==> src/rtl/reg_wb_arbiter.sv <==
// reg_wb_arbiter
// Writeback stage that drives the single write port of the register file.
// It merges load returns and ALU results into one write per cycle. Load
// returns always win the port. An ALU result that loses arbitration, or
// that arrives while older ALU results are still queued, waits in a small
// in-order FIFO. Decode can read the FIFO's destinations on pending_mask.
//
// Ports:
//   clk, reset    rising-edge clock; asynchronous active-high reset
//   alu_valid/alu_ready/alu_sel/alu_data
//                 ALU result channel (ready/valid). alu_ready depends on
//                 the FIFO count only.
//   ld_valid/ld_sel/ld_data
//                 load return channel. It has no backpressure and is
//                 always accepted.
//   wr_en/wr_sel/wr_data
//                 registered register-file write port. wr_sel and wr_data
//                 hold their values while wr_en=0.
//   pending_mask  one bit per register; set while any buffered entry
//                 targets that register
//   fifo_count    number of buffered ALU results
module reg_wb_arbiter #(
  parameter int DEPTH  = 2,
  parameter int DATA_W = 8,
  parameter int SEL_W  = 2
) (
  input  logic                     clk,
  input  logic                     reset,
  input  logic                     alu_valid,
  output logic                     alu_ready,
  input  logic [SEL_W-1:0]         alu_sel,
  input  logic [DATA_W-1:0]        alu_data,
  input  logic                     ld_valid,
  input  logic [SEL_W-1:0]         ld_sel,
  input  logic [DATA_W-1:0]        ld_data,
  output logic                     wr_en,
  output logic [SEL_W-1:0]         wr_sel,
  output logic [DATA_W-1:0]        wr_data,
  output logic [(2**SEL_W)-1:0]    pending_mask,
  output logic [$clog2(DEPTH):0]   fifo_count
);

  localparam int PW = $clog2(DEPTH);
  localparam int CW = $clog2(DEPTH) + 1;

  logic [SEL_W-1:0]  mem_sel  [DEPTH];
  logic [DATA_W-1:0] mem_data [DEPTH];
  logic [PW-1:0]     head_ptr;
  logic [PW-1:0]     tail_ptr;

  logic fifo_empty;
  logic alu_xfer;
  logic pop;
  logic bypass;
  logic push;

  assign fifo_empty = (fifo_count == '0);
  assign alu_ready  = (fifo_count != CW'(DEPTH));
  assign alu_xfer   = alu_valid & alu_ready;

  // A load takes the port first. Next comes the FIFO head. The ALU result
  // goes straight through only when nothing older is waiting.
  assign pop    = ~ld_valid & ~fifo_empty;
  assign bypass = ~ld_valid & fifo_empty & alu_xfer;
  assign push   = alu_xfer & ~bypass;

  always_ff @(posedge clk or posedge reset) begin
    if (reset) begin
      wr_en      <= 1'b0;
      wr_sel     <= '0;
      wr_data    <= '0;
      head_ptr   <= '0;
      tail_ptr   <= '0;
      fifo_count <= '0;
    end else begin
      if (ld_valid) begin
        wr_en   <= 1'b1;
        wr_sel  <= ld_sel;
        wr_data <= ld_data;
      end else if (pop) begin
        wr_en   <= 1'b1;
        wr_sel  <= mem_sel[head_ptr];
        wr_data <= mem_data[head_ptr];
      end else if (bypass) begin
        wr_en   <= 1'b1;
        wr_sel  <= alu_sel;
        wr_data <= alu_data;
      end else begin
        wr_en   <= 1'b0;
      end

      if (pop)  head_ptr <= head_ptr + PW'(1);
      if (push) tail_ptr <= tail_ptr + PW'(1);

      // A push cannot happen while the FIFO is full because alu_ready is
      // low then, so the count never goes past DEPTH.
      case ({push, pop})
        2'b10:   fifo_count <= fifo_count + CW'(1);
        2'b01:   fifo_count <= fifo_count - CW'(1);
        default: fifo_count <= fifo_count;
      endcase
    end
  end

  // The storage needs no reset. Entries outside the head..count window are
  // never read.
  always_ff @(posedge clk) begin
    if (push) begin
      mem_sel[tail_ptr]  <= alu_sel;
      mem_data[tail_ptr] <= alu_data;
    end
  end

  // Only the occupied window starting at the head is counted. An entry
  // popped at an edge has already left that window when it appears on wr_*.
  always_comb begin
    logic [PW-1:0] idx;
    idx          = '0;
    pending_mask = '0;
    for (int i = 0; i < DEPTH; i++) begin
      idx = head_ptr + PW'(i);
      if (CW'(i) < fifo_count) pending_mask[mem_sel[idx]] = 1'b1;
    end
  end

endmodule

==> config.mk <==
export PLATFORM = sky130hd
export DESIGN_NAME = reg_wb_arbiter
export DESIGN_NICKNAME = d
export VERILOG_FILES = /design/src/rtl/reg_wb_arbiter.sv
export SDC_FILE = /design/constraint.sdc
export NUM_CORES = 1
export LEC_CHECK = 0
export ABC_AREA = 1
export CORE_MARGIN = 2
export CORE_UTILIZATION = 40
export CTS_CLUSTER_SIZE = 20
export DETAILED_ROUTE_END_ITERATION = 6
export GPL_TIMING_DRIVEN = 0
export PLACE_DENSITY = 0.71
export SYNTH_ARGS = -nofsm -noshare
export SYNTH_HDL_FRONTEND = slang
export SYNTH_SLANG_ARGS = --single-unit
==> constraint.sdc <==
create_clock -name clk -period 3 [get_ports clk]
set_input_delay 0.75 -clock clk [delete_from_list [all_inputs] [get_ports clk]]
set_output_delay 0.75 -clock clk [all_outputs]
set_load 0.02 [all_outputs]
==> results of run 1 <==
metal layers:
| metal | vias up | wire length [um] | track usage |
|---|---|---|---|
| met5 | - | 0 | 0 |
| met4 | 0 | 45 | 0.0566 |
| met3 | 4 | 149 | 0.0306 |
| met2 | 27 | 1870 | 0.270 |
| met1 | 636 | 1710 | 0.210 |
| li1 | 784 | - | - |
placed cells by master, fill, tap and decap left out:
cell type / instances
ha_1: 5
nand2_2: 4
clkdlybuf4s50_1: 41
clkinv_2: 1
clkbuf_1: 2
inv_2: 3
nor2_2: 2
nand4_1: 1
o21ai_2: 1
dfrtp_1: 15
buf_6: 2
nand3_1: 25
buf_2: 3
o21ai_1: 2
nand2_1: 90
xnor2_1: 2
edfxtp_1: 20
nor2_1: 5
buf_4: 2
or2_2: 1
xor2_1: 1
clkbuf_8: 5
o21ai_0: 1
inv_1: 30
a21oi_1: 1
clkinv_1: 9
nand3_2: 1
stage by stage:
stage | hold slack (ns) | setup WS, ns | total power [mW] | instances
2_1_floorplan | 0.485 | 0.872 | 1.51 | 226
3_3_place_gp | 0.464 | 0.269 | 1.94 | 319
3_5_place_dp | 0.468 | 0.251 | 1.96 | 319
4_1_cts | 0.487 | 0.203 | 2.28 | 327
5_1_grt | 0.521 | 0.0563 | 2.43 | 327
6_report | 0.482 | 0.221 | 2.25 | 327
path summary, 6_finish.rpt:
path | from | endpoint | cells after the start
setup / recovery | fifo_count[1]$_DFFE_PP0P_ | pending_mask[2] | 6
hold / removal | wr_data[1]$_DFFE_PP0P_ | wr_data[1]$_DFFE_PP0P_ | 2
setup reg to reg | fifo_count[0]$_DFFE_PP0P_ | mem_data[1][5]$_DFFE_PP_ | 5
hold reg to reg | wr_data[1]$_DFFE_PP0P_ | wr_data[1]$_DFFE_PP0P_ | 2
max in group asynchronous | reset | fifo_count[0]$_DFFE_PP0P_ | 2
min in group asynchronous | reset | wr_sel[1]$_DFFE_PP0P_ | 2
power groups by stage:
| stage | Combinational (mW) | Sequential (mW) | Clock [mW] |
|---|---|---|---|
| CTS | 1.18 | 0.776 | 0.329 |
| floorplan | 0.640 | 0.872 | 0 |
| global route | 1.29 | 0.793 | 0.345 |
| global placement | 1.16 | 0.779 | 0 |
| finish | 1.16 | 0.776 | 0.320 |
| detailed placement | 1.17 | 0.787 | 0 |
cell families after synthesis:
family / synth area share
compound gates: 0.0156
xor+xnor: 0.0142
fa+ha+maj: 0.0339
buf+inv: 0.114
flops: 0.529
simple gates: 0.294
critical path, cell delays in order, from the launching register on:
cell,delay [ns]
dfrtp_1,0.38
inv_1,0.10
ha_1,0.18
nor2_1,0.23
nand3_1,0.12
o21ai_1,0.13
clkdlybuf4s50_1,0.61
state kept, by name, summed over array words and instances (netlist names):
signal      cells
mem_data       16
wr_data         8
mem_sel         4
fifo_count      2
wr_sel          2
head_ptr        1
tail_ptr        1
wr_en           1
layout make-up:
cell class	instances	area, um2
Timing Repair Buffer	41	410
Sequential cell	35	976
Clock inverter	1	5.00
Fill cell	409	2010
Multi-Input combinational cell	142	659
Inverter	42	158
Clock buffer	7	76.3
Tap cell	52	65.1
Buffer	7	52.6
==> qor.txt, run 1 <==
status: finished, final reports clean
row count: 24
Critical Path RT: 2.25 ns
I/O Buffers: 41
vias: 1,451
slew of the pin with the lowest slew margin: 0.993 ns
GRT overflow: 0
Pins Over Slew Limit: 0
Async S/R FF share, synth: 0.429
Core Footprint: 4410 um2
CTS tree: built
post-cts sizing count: 0
Seq pwr share: 0.344
Ant. Diodes: 0
Num Clock Sinks: 35
initial antenna violation count: 0
Top Ports: 42
die area: 5170 um2
final net count: 303
DRT Pass-1 Iters: 4
layout cells sized above 1: 0.0909
switch share: 0.407
hpwl dp: 2.73 mm
Cell variety after synth: 23
post-layout min period: 2.78 ns
number of flops mapped to enable cells by yosys: 20
Worst EP arrival: 2.03 ns
P_leak: 1.17 nW
Setup Buffers After CTS: 0
flop-to-flop setup slack: 0.84 ns
register area share after synthesis: 0.529
initial core utilization: 0.418
gp weighted congestion: 0.706
Worst VDD drop: 361 uV
Clock Skew: 0.00682 ns
final setup fails: 0
yosys warns: 0
Initial DRC Count: 44
P&R area growth vs syn: 30.2%
DRT antenna net count: 0
CTS max path bufs: 2
kind of critical path: flop to output pin
Clock Pin Slew Worst Setup and Hold Paths: 0.07 ns
vias in the first global route: 1,394
worst skew pair latency: 0.28 ns
Worst Setup Start Kind: flop
DRT Wirelength: 3.77 mm
Horiz. Die Dim: 71.9 um
Setup crit end kind: output pin
final hold viol count: 0
synth cell count leaders: nand2_1, inv_1, nand3_1
relative slew slack: 0.335
DRC: 0
Post-Syn Area per Cell: 8.17 um2
Design Area, Final: 2400 um2
H-Tree Depth: 2
Die Y-Extent: 71.9 um
clock power share: 0.142
max-cap check violation count: 0
first-pass GRT wire length: 6.34 mm
Synth top area share: 0.325
Yosys reg bits: 35
root cell of the clock tree: clkbuf_8
Comb pwr share: 0.514
Main synth FF type: edfxtp_1
largest net degree at the start of global routing: 16
RSZ-0062 raised after global routing: no
fin crit share: 0.926
vias per std cell: 4.44
Synth area leaders: edfxtp_1, dfrtp_1, nand2_1
FMAX: 360 MHz
CP max FO: 4
Post-Syn Area: 1850 um2
Int Pwr: 1.34 mW
synthesized net count: 255
most common cell in the synthesized netlist: nand2_1
TNS Setup: 0 ns
PwrDens: 939 nW/um2
Post-CTS Hold Fix Bufs: 0
Psw: 919 uW
Util after Layout: 0.544
Synth area leader: edfxtp_1
area of placed instances: 2320 um2
cts bufs inserted: 5
Cells after Synth: 226
Min-Delay Path Class: flop to flop
Total GRT Usage: 0.161
Routed WL per cell: 11.5 um
Note: power is estimated with default switching activity, not from simulation.
==> inputs of run 2 (changes only) <==
Settings changed: CORE_MARGIN 2 to default.
==> run 2 against run 1 <==
Against the previous run: first-iteration DRC count rose by 39%; via count is 6.1% higher; die area is 5.5% lower; sequential share of layout area hardly changed; sequential cell count unchanged; core utilization grew 0.34 points; fmax grew 0.36%; highest routed layer unchanged; critical endpoint unchanged.
==> qor.txt, run 2 (synthesis gave the netlist of run 1 again) <==
status: finished, final reports clean (unchanged)
DRT Wirelength: 3.97 mm (was 3.77 mm)
P_leak: 1.17 nW (about the same)
max reg flops: 16 (unchanged)
commonest non-fill, non-tap cell in the layout: nand2_1 (unchanged)
vias: 1,539 (was 1,451)
slew of the pin with the lowest slew margin: 0.988 ns (was 0.993 ns)
TNS Setup: 0 ns (unchanged)
Ant. Diodes: 0 (unchanged)
post-cts sizing count: 0 (unchanged)
M1 GR Usage: 0.218 (was 0.210)
Die Y-Extent: 69.9 um (was 71.9 um)
Worst R2R Start: fifo_count[0]$_DFFE_PP0P_ (unchanged)
RR Endpoint: mem_data[1][5]$_DFFE_PP_ (unchanged)
Routed WL per cell: 12.2 um (was 11.5 um)
die area: 4890 um2 (was 5170 um2)
initial antenna violation count: 0 (unchanged)
final hold viol count: 0 (unchanged)
I/O Buffers: 41 (unchanged)
Worst EP arrival: 2.02 ns (was 2.03 ns)
DRT Pass-1 Iters: 4 (unchanged)
FF-to-FF path depth: 5 (unchanged)
Post-CTS Hold Fix Bufs: 0 (unchanged)
Design Area, Final: 2400 um2 (about the same)
post-layout min period: 2.77 ns (was 2.78 ns)
FMAX: 361 MHz (was 360 MHz)
Min-Delay Path Class: flop to flop (unchanged)
final net count: 303 (unchanged)
row count: 24 (unchanged)
Clock Pin Slew Worst Setup and Hold Paths: 0.07 ns (about the same)
Initial DRC Count: 61 (was 44)
CP max FO: 4 (unchanged)
Core Footprint: 4380 um2 (was 4410 um2)
Pins Over Slew Limit: 0 (unchanged)
max-cap check violation count: 0 (unchanged)
Worst Hold Margin: 0.481 ns (was 0.482 ns)
layout cells sized above 1: 0.0873 (was 0.0909)
largest net degree at the start of global routing: 16 (unchanged)
Critical Path RT: 2.25 ns (about the same)
Hold Path Stages: 2 (unchanged)
Setup Buffers After CTS: 0 (unchanged)
DRC: 0 (unchanged)
PwrDens: 948 nW/um2 (was 939 nW/um2)
sequential cell area: 976 um2 (unchanged)
global route hottest layer: met2 (unchanged)
hpwl dp: 2.83 mm (was 2.73 mm)
cts bufs inserted: 5 (unchanged)
root cell of the clock tree: clkbuf_8 (unchanged)
RSZ-0062 raised after global routing: no (unchanged)
flop-to-flop setup slack: 0.81 ns (was 0.84 ns)
Largest Register: mem_data (unchanged)
DRT antenna net count: 0 (unchanged)
Worst Setup Start Kind: flop (unchanged)
vias per std cell: 4.71 (was 4.44)
kind of critical path: flop to output pin (unchanged)
Num Clock Sinks: 35 (unchanged)
first-pass GRT wire length: 6.81 mm (was 6.34 mm)
most frequent cells in the layout: nand2_1, clkdlybuf4s50_1, inv_1 (unchanged)
final setup fails: 0 (unchanged)
met3 usage: 0.0462 (was 0.0306)
hold_sp: wr_data[2]$_DFFE_PP0P_ (was wr_data[1]$_DFFE_PP0P_)
H-Tree Depth: 2 (unchanged)
FILL cells: 396 (was 409)
Multi-input gate area: 659 um2 (unchanged)
Horiz. Die Dim: 69.9 um (was 71.9 um)
relative slew slack: 0.339 (was 0.335)
gp weighted congestion: 0.783 (was 0.706)
Worst VDD drop: 411 uV (was 361 uV)
Hold Path End: wr_data[2]$_DFFE_PP0P_ (was wr_data[1]$_DFFE_PP0P_)
Clock Skew: 0.00613 ns (was 0.00682 ns)
Top Ports: 42 (unchanged)
met2 Use GR: 0.314 (was 0.270)
top flop regs: mem_data: 16 flops, wr_data: 8 flops, mem_sel: 4 flops (unchanged)
fin crit share: 0.923 (was 0.926)
Setup crit end kind: output pin (unchanged)
vias in the first global route: 1,524 (was 1,394)
CTS max path bufs: 2 (unchanged)
GRT overflow: 0 (unchanged)
Total GRT Usage: 0.184 (was 0.161)
P&R area growth vs syn: 30.1% (was 30.2%)
initial core utilization: 0.421 (was 0.418)
CTS tree: built (unchanged)
area of placed instances: 2320 um2 (unchanged)
worst skew pair latency: 0.29 ns (was 0.28 ns)
## run 2: cell types whose count changed in the layout (fill, tap and decap cells not counted), sizes merged
| cell | change |
|---|---|
| clkinv | -1 |
| clkbuf | +1 |
## run 2: through the flow
| step | setup slack [ns] | util | power, mW | std cells |
|---|---|---|---|---|
| finish | 0.231 | 0.548 | 2.28 | 327 |
| global placement | 0.247 | 0.529 | 1.94 | 319 |
| global route | 0.0541 | 0.548 | 2.46 | 327 |
| CTS | 0.200 | 0.548 | 2.29 | 327 |
| floorplan | 0.872 | - | 1.51 | 226 |
| detailed placement | 0.240 | 0.529 | 1.96 | 319 |
## run 2: worst max-delay path, cell delays in order (launching register included)
cell,delay [ns]
dfrtp_1,0.38
inv_1,0.10
ha_1,0.18
nor2_1,0.22
nand3_1,0.11
o21ai_1,0.12
clkdlybuf4s50_1,0.61
## run 2: worst max-delay path by stage
| stage | from | to |
|---|---|---|
| after floorplan | fifo_count[1]$_DFFE_PP0P_ | pending_mask[2] |
| after global placement | ld_valid | mem_data[1][0]$_DFFE_PP_ |
| after detailed placement | ld_valid | mem_data[1][0]$_DFFE_PP_ |
| after CTS | fifo_count[1]$_DFFE_PP0P_ | pending_mask[2] |
| after global routing | fifo_count[1]$_DFFE_PP0P_ | pending_mask[2] |
| final | fifo_count[1]$_DFFE_PP0P_ | pending_mask[2] |
## run 2: report_power, final
group / switching, mW / internal, mW
Clock: 0.163 / 0.165
Sequential: 0.0907 / 0.685
Combinational: 0.683 / 0.489
Total: 0.937 / 1.34
## run 2: routing by layer
metal  part of all wire  wire (um)  vias up
met2               0.49       1960       33
met3              0.042        168        8
met4              0.021         82        0
li1                   -          -      785
met1               0.44       1760      713
met5                  0          0        -
## run 2: layout make-up
class | count | share of cell area
repair buffers | 41 | 0.171
well taps | 52 | 0.0271
inverters | 42 | 0.0657
plain buffers | 7 | 0.0219
multi-input cells | 142 | 0.275
flip-flops and latches | 35 | 0.406
clock buffers | 8 | 0.0334
==> RTL change (settings of run 2) <==
Change the parameter `SEL_W` from 2 to 1.
--- a/src/rtl/reg_wb_arbiter.sv
+++ b/src/rtl/reg_wb_arbiter.sv
@@ -23,5 +23,5 @@
   parameter int DEPTH  = 2,
   parameter int DATA_W = 8,
-  parameter int SEL_W  = 2
+  parameter int SEL_W  = 1
 ) (
   input  logic                     clk,
Ports: changed (resized alu_sel, ld_sel, pending_mask and wr_sel); port bits go from 42 to 37. The function was not compared with the original's and may differ.
==> RTL change against run 2 <==
Count of clock-buffer cells in the layout shrank 2. Final area shrank 9.9%. Synthesized area shrank 11%. Power shrank 9.3%. Sequential share of layout area grew 0.53 points. Setup slack lost 85 ps. Sequential cell count shrank 3. Routed wire length shrank 16%. Worst hold slack lost 2.1 ps. Sequential power shrank 9.9%.
==> RTL change: results (changes against run 2) <==
metric;value;unit;change
PortBufs;36;;-12%
number of global-route vias before repair;1215;;-20%
CP arrival;2100;ps;+80 ps
fin crit period;2854;ps;+85.26 ps
number of sequential cells;32;;-8.6%
Min-Delay Endpoint;wr_data[4];;
P_clk;0.000402;W;+23%
first-pass GRT wire length;5533;µm;-19%
share of cells above drive strength 1;8.861;%;+0.13 points
Post-synth EDFFs;18;;-10%
sequential power;0.000699;W;-9.9%
ClkCell Share;4.974;%;+1.6 points
flop-to-flop setup slack;910;ps;+100 ps
Buffers, non-clock;40;;-17%
post-synthesis cell type count;21;;-8.7%
Detailed Route WL;3321;µm;-16%
Async SR Flop Fraction;43.75;%;+0.89 points
Setup Slack @ Placement;277.3;ps;+37.72 ps
Pint;0.001278;W;-4.6%
register area;890.9;µm²;-8.7%
largest net degree at the start of global routing;15;;-1
chip width;65.94;µm;-5.7%
Top Registers;mem_data (16), wr_data (8);;
Post-DP Area;2056;µm²;-11%
Hold WS;479.0;ps;-2.053 ps
HP Start;wr_data[4];;
run status;complete, no violations;;
## RTL change: cell types whose count changed after synthesis, sizes merged
cell and change:
nor2 -1, clkinv -9, edfxtp -2, o21ai -1, nand4 -1, inv +5
dfrtp -1, buf -3, or2 +1, o22ai +1, nand3 -8, nand2 -14
## RTL change: routing by layer
| layer | GRT usage [%] | up-vias | routed length, µm |
|---|---|---|---|
| met5 | 0 | - | 0 |
| met4 | 7.979 | 0 | 47 |
| met3 | 6.207 | 5 | 186 |
| met2 | 29.46 | 31 | 1648 |
| met1 | 21.41 | 581 | 1438 |
| li1 | - | 669 | - |
## RTL change: logic make-up after synthesis
family / count (synthesis) / share of synthesized area [%]
AOI/OAI and AO/OA: 5 / 1.606
xor gates and xnor gates: 3 / 1.607
adders and majority gates: 5 / 3.826
buffers and inverters: 42 / 11.09
DFF: 32 / 54.48
and+or+nand+nor: 106 / 27.39
